### src/rtl/lsu_icb_rspd_pkg.sv
// Shared definitions for the LSU ICB responder: default widths and FSM state encoding.
package lsu_icb_rspd_pkg;

  localparam int unsigned LSU_XLEN        = 32;
  localparam int unsigned LSU_ADDR_SIZE   = 32;
  localparam int unsigned LSU_TIMEOUT_CYC = 255;
  localparam int unsigned LSU_ST_W        = 2;

  typedef enum logic [LSU_ST_W-1:0] {
    LSU_ST_IDLE = 2'd0,
    LSU_ST_REQ  = 2'd1,
    LSU_ST_WAIT = 2'd2,
    LSU_ST_RSP  = 2'd3
  } lsu_st_e;

  // A store with no byte enabled completes without touching memory.
  function automatic logic is_null_store(input logic read, input logic any_mask);
    return !read && !any_mask;
  endfunction

endpackage

### src/rtl/lsu_icb_tocnt.sv
// Saturating WAIT-state timeout counter; expire_c flags the last allowed wait cycle.
module lsu_icb_tocnt #(
  parameter int unsigned TIMEOUT_CYC = 255
) (
  input  logic clk,
  input  logic rst,
  input  logic clr,
  input  logic inc,
  output logic expire_c
);

  localparam int unsigned CNT_W = $clog2(TIMEOUT_CYC + 1);

  logic [CNT_W-1:0] cnt_q;

  always_ff @(posedge clk or posedge rst) begin
    if (rst) begin
      cnt_q <= '0;
    end else if (clr) begin
      cnt_q <= '0;
    end else if (inc && (cnt_q != CNT_W'(TIMEOUT_CYC))) begin
      cnt_q <= cnt_q + CNT_W'(1);
    end
  end

  assign expire_c = (cnt_q == CNT_W'(TIMEOUT_CYC - 1));

endmodule

### src/rtl/lsu_icb_rspd.sv
// ICB responder at the LSU end of the AGU command interface: one command at a time,
// forwarded to a single-port data-memory bus, answered on the ICB response channel.
module lsu_icb_rspd
  import lsu_icb_rspd_pkg::*;
#(
  parameter int unsigned XLEN        = LSU_XLEN,
  parameter int unsigned ADDR_SIZE   = LSU_ADDR_SIZE,
  parameter int unsigned TIMEOUT_CYC = LSU_TIMEOUT_CYC
) (
  input  logic                 clk,
  input  logic                 rst,
  input  logic                 agu_icb_cmd_valid,
  output logic                 agu_icb_cmd_ready,
  input  logic [ADDR_SIZE-1:0] agu_icb_cmd_addr,
  input  logic                 agu_icb_cmd_read,
  input  logic [XLEN-1:0]      agu_icb_cmd_wdata,
  input  logic [XLEN/8-1:0]    agu_icb_cmd_wmask,
  output logic                 agu_icb_rsp_valid,
  input  logic                 agu_icb_rsp_ready,
  output logic [XLEN-1:0]      agu_icb_rsp_rdata,
  output logic                 agu_icb_rsp_err,
  output logic                 mem_req_valid,
  input  logic                 mem_req_ready,
  output logic [ADDR_SIZE-1:0] mem_req_addr,
  output logic                 mem_req_wen,
  output logic [XLEN-1:0]      mem_req_wdata,
  output logic [XLEN/8-1:0]    mem_req_wmask,
  input  logic                 mem_rsp_valid,
  input  logic [XLEN-1:0]      mem_rsp_rdata,
  input  logic                 mem_rsp_err
);

  localparam int unsigned MASK_W = XLEN / 8;

  lsu_st_e state_q;
  lsu_st_e state_d;

  logic cmd_ready_c;
  logic rsp_valid_c;
  logic req_valid_c;
  logic cmd_fire;
  logic rsp_capture;
  logic rsp_timeout;
  logic cnt_clr;
  logic cnt_inc;
  logic cnt_expire_c;

  logic [ADDR_SIZE-1:0] addr_q;
  logic                 wen_q;
  logic [XLEN-1:0]      wdata_q;
  logic [MASK_W-1:0]    wmask_q;
  logic [XLEN-1:0]      rsp_rdata_q;
  logic                 rsp_err_q;

  // Byte-lane offset is the AGU's concern; only the word address goes to memory.
  logic unused_addr_lsb;
  assign unused_addr_lsb = ^agu_icb_cmd_addr[1:0];

  always_ff @(posedge clk or posedge rst) begin
    if (rst) begin
      state_q <= LSU_ST_IDLE;
    end else begin
      state_q <= state_d;
    end
  end

  always_comb begin
    state_d = state_q;
    case (state_q)
      LSU_ST_IDLE: begin
        if (agu_icb_cmd_valid) begin
          state_d = is_null_store(agu_icb_cmd_read, |agu_icb_cmd_wmask) ? LSU_ST_RSP : LSU_ST_REQ;
        end
      end
      LSU_ST_REQ:  if (mem_req_ready) state_d = LSU_ST_WAIT;
      LSU_ST_WAIT: if (mem_rsp_valid || cnt_expire_c) state_d = LSU_ST_RSP;
      LSU_ST_RSP:  if (agu_icb_rsp_ready) state_d = LSU_ST_IDLE;
      default:     state_d = LSU_ST_IDLE;
    endcase
  end

  // Handshake and datapath controls decoded from the current state.
  always_comb begin
    cmd_ready_c = 1'b0;
    rsp_valid_c = 1'b0;
    req_valid_c = 1'b0;
    cmd_fire    = 1'b0;
    rsp_capture = 1'b0;
    rsp_timeout = 1'b0;
    cnt_clr     = 1'b0;
    cnt_inc     = 1'b0;
    case (state_q)
      LSU_ST_IDLE: begin
        cmd_ready_c = 1'b1;
        cmd_fire    = agu_icb_cmd_valid;
      end
      LSU_ST_REQ: begin
        req_valid_c = 1'b1;
        cnt_clr     = mem_req_ready;
      end
      LSU_ST_WAIT: begin
        rsp_capture = mem_rsp_valid;
        rsp_timeout = !mem_rsp_valid && cnt_expire_c;
        cnt_inc     = !mem_rsp_valid;
      end
      LSU_ST_RSP: begin
        rsp_valid_c = 1'b1;
      end
      default: ;
    endcase
  end

  always_ff @(posedge clk or posedge rst) begin
    if (rst) begin
      addr_q      <= '0;
      wen_q       <= 1'b0;
      wdata_q     <= '0;
      wmask_q     <= '0;
      rsp_rdata_q <= '0;
      rsp_err_q   <= 1'b0;
    end else begin
      if (cmd_fire) begin
        addr_q      <= {agu_icb_cmd_addr[ADDR_SIZE-1:2], 2'b00};
        wen_q       <= !agu_icb_cmd_read;
        wdata_q     <= agu_icb_cmd_wdata;
        wmask_q     <= agu_icb_cmd_read ? {MASK_W{1'b1}} : agu_icb_cmd_wmask;
        rsp_rdata_q <= '0;
        rsp_err_q   <= 1'b0;
      end
      if (rsp_capture) begin
        rsp_rdata_q <= wen_q ? '0 : mem_rsp_rdata;
        rsp_err_q   <= mem_rsp_err;
      end else if (rsp_timeout) begin
        rsp_rdata_q <= '0;
        rsp_err_q   <= 1'b1;
      end
    end
  end

  lsu_icb_tocnt #(
    .TIMEOUT_CYC(TIMEOUT_CYC)
  ) u_tocnt (
    .clk      (clk),
    .rst      (rst),
    .clr      (cnt_clr),
    .inc      (cnt_inc),
    .expire_c (cnt_expire_c)
  );

  assign agu_icb_cmd_ready = cmd_ready_c;
  assign agu_icb_rsp_valid = rsp_valid_c;
  assign agu_icb_rsp_rdata = rsp_rdata_q;
  assign agu_icb_rsp_err   = rsp_err_q;
  assign mem_req_valid     = req_valid_c;
  assign mem_req_addr      = addr_q;
  assign mem_req_wen       = wen_q;
  assign mem_req_wdata     = wdata_q;
  assign mem_req_wmask     = wmask_q;

endmodule

### config.mk
export PLATFORM = sky130hd
export DESIGN_NAME = lsu_icb_rspd
export DESIGN_NICKNAME = d
export VERILOG_FILES = /design/src/rtl/lsu_icb_rspd_pkg.sv /design/src/rtl/lsu_icb_tocnt.sv /design/src/rtl/lsu_icb_rspd.sv
export SDC_FILE = /design/constraint.sdc
export NUM_CORES = 1
export LEC_CHECK = 0
export CORE_MARGIN = 4
export CORE_UTILIZATION = 44
export CTS_CLUSTER_DIAMETER = 40
export DETAILED_ROUTE_END_ITERATION = 16
export PLACE_DENSITY = 0.89
export SYNTH_ARGS = -nofsm -noshare
export SYNTH_HDL_FRONTEND = slang
export SYNTH_SLANG_ARGS = --single-unit
### constraint.sdc
create_clock -name clk -period 6.25 [get_ports clk]
set_input_delay 0.625 -clock clk [delete_from_list [all_inputs] [get_ports clk]]
set_output_delay 0.625 -clock clk [all_outputs]
set_load 0.03 [all_outputs]
==> reports/results.ini <==
[detailed_routing]
ant_nets=0
vias=3271
drt-vias-per-instance=5.06
drt_pre_antenna_iters=4
drc=0
avgRoutedWirePerCell_um=18.2
drt_iter0_markers=195
finalWirelength_mm=11.7

[cells_and_area]
area_growth_pct=53.3
fillers=684
num_antenna_cells=0
fin_nets=623
drive_gt1_share_pct=17.2

[placed_design]
port_buffers=208
dpl.hpwl_mm=8.89
dpl_worst_slack_ns=3.24
gp_congestion=0.769

[timing]
finalHoldViolCount=0
finalSetupViolCount=0
setup_slack_ns=3.59
worstMarginPinSlew_ns=1.28
skew_ns=0.0125
fin_crit_ns=2.66
whs_ns=0.496
timing.fmax_mhz=376
rsz0062_at_grt=no
slew_headroom_pct=14.6
slew_viol_final=0
fin_crit_sh_pct=42.5
finalSetupTns_ns=0

[global_routing]
overflow=0
antenna_found_initial=0
first_global_vias=3610
track_usage_pct=20.1
grt_pass1_wl_mm=18.0
grt_max_degree=79

[setup_path]
path_buf_inv=2
cp_slowest_cell=a21boi_4
worstSetupPathType=reg2reg
path_cells=inv_1, ha_1, nand2_2, buf_4, a21boi_4, a22o_1
worstSetupEndpointType=register
r2r-start=state_q[0]
critPathArrivalTime_ns=2.95
slowest_delay_ns=0.82
required_ns=6.55
path_delay_family=compound AO/OA/AOI/OAI gates
crit_start=state_q[0]
crit_fanout=74
reg2reg_slack_ns=3.59
start_kind=register

[clock_tree]
clk_latency_ns=0.37
htreeDepth=3
post_cts_resized=0
cts_hold_buf=0
clkSinkCount=110
cts_buffers=9
tritoncts=done
path_clk_slew_ns=0.11
clock_path_buffers=2
postCtsSetupBuffers=0
cts_root_buf=clkbuf_8

[synthesis]
yosysTopAreaCell=dfrtp_1
synthFlopType=dfrtp_1
synth_fa_ha_area_share_pct=2.00
synth_edf_count=0
yosys-top-cells-area=dfrtp_1, mux2_2, a22o_1
synthTopCellsByCount=dfrtp_1, mux2_2, a22o_1, nor2_1, nand2_1
synth_xor_area_share_pct=0.800
synth.avg_cell_area_sq_um=14.4
async_flop_share_pct=100
synth.most_common_cell=dfrtp_1
synth-seq-cells=110
syn-cell-area_sq_um=4380
synth_top_area_share_pct=62.9
synth.area.mux_share_pct=16.4
netlist_instances=305
synth_cell_types=38
seq_area_frac_synth_pct=62.9
ys_warn_count=0
synth_compound_gate_area_share_pct=10.0
synth_top_family_by_area=multiplexers
yosys.area_share.simple_pct=4.37

[pwr]
powerDensity_nw_per_um2=556
p_leak_nw=2.88
vdd_drop_max_uv=257

[floorplan]
design.core.area_sq_um=9730
fp.dieW_um=108
start_util_pct=45.0
die_area_sq_um=11600
ioPinCount=213
num_rows=36
die_h_um=108

[flow_run]
maxCapViolations=0

[min_path]
min_path_type=reg2reg
hold_start=mem_req_wmask[0]

[run_status]
status=complete, no violations

[layer usage]
layer / vias up / GRT usage, % / wire length [um]
met5: - / 0 / 0
met4: 0 / 8.84 / 337
met3: 27 / 6.36 / 961
met2: 144 / 35.2 / 6030
met1: 1616 / 22.2 / 4400
li1: 1484 / - / -
[flip-flops by register name (all words and copies together), names as in the netlist]
signal,flops
state_q,2
mem_req_wmask,4
u_tocnt.cnt_q,8
mem_req_wen,1
agu_icb_rsp_err,1
mem_req_wdata,32
mem_req_addr,30
agu_icb_rsp_rdata,32
[area by class of cell]
class	count	area (sq um)	area share (%)
clock buffer	9	124	1.85
clock inverter	7	60.1	0.895
inverter	7	28.8	0.429
multi-input combinational	170	1480	22.1
sequential	110	2750	41.0
tap	133	166	2.48
timing repair buffer	210	2100	31.2
[kinds of logic (layout without fill, tap and decap cells)]
| group | count (synthesis) | count (layout) |
|---|---|---|
| flip-flops | 110 | 110 |
| multiplexers | 64 | 64 |
| AO/OA/AOI/OAI | 53 | 53 |
| AND/OR/NAND/NOR | 40 | 40 |
| buffers and inverters | 26 | 233 |
| adder cells (fa/ha/maj) | 7 | 7 |
| XOR/XNOR | 4 | 4 |
| other | 1 | 2 |
[tightest hold or removal path: stages, from the launching register on]
cell	delay (ns)
dfrtp_1	0.36
nand2_1	0.05
o21ai_0	0.06
[cell usage in the layout (no fill, tap or decap), drive strengths merged, types with 2 or more instances in the layout]
master / synthesis / routed
clkinv: 0 / 4
nand3: 2 / 2
conb: 1 / 2
a31o: 2 / 2
clkbuf: 5 / 9
nand2b: 2 / 2
nand2: 11 / 11
buf: 14 / 2
a21oi: 4 / 4
a22o: 32 / 32
mux2: 63 / 63
nor2: 13 / 13
o21ai: 7 / 7
nor2b: 3 / 3
or3: 2 / 2
clkdlybuf4s50: 0 / 208
ha: 7 / 7
xor2: 2 / 2
xnor2: 2 / 2
and2: 2 / 2
dfrtp: 110 / 110
inv: 7 / 9
[power by group]
part	switching (mW)	internal, mW	total, mW
Combinational	1.14	0.952	2.09
Sequential	0.187	1.05	1.24
Clock	0.252	0.151	0.403
[path summary, 6_finish.rpt]
check / endpoint / cells after the start
worst min-delay path: mem_req_wmask[0] / 2
worst max register to register: agu_icb_rsp_rdata[26] / 6
worst min register to register: mem_req_wmask[0] / 2
worst max-delay path: agu_icb_rsp_rdata[26] / 6
min in group asynchronous: agu_icb_rsp_rdata[19] / 2
max in group asynchronous: mem_req_addr[5] / 3
[metrics by stage]
stage / total power [mW] / utilization [%] / std cells / area [sq um]
global placement: 3.29 / 67.1 / 630 / 6530
floorplan: 2.46 / - / 306 / 4380
detailed placement: 3.37 / 67.1 / 630 / 6530
CTS: 3.77 / 69.0 / 646 / 6710
finish: 3.73 / 69.0 / 646 / 6710
global route: 3.92 / 69.0 / 646 / 6710
(Power assumes the default switching activity.)
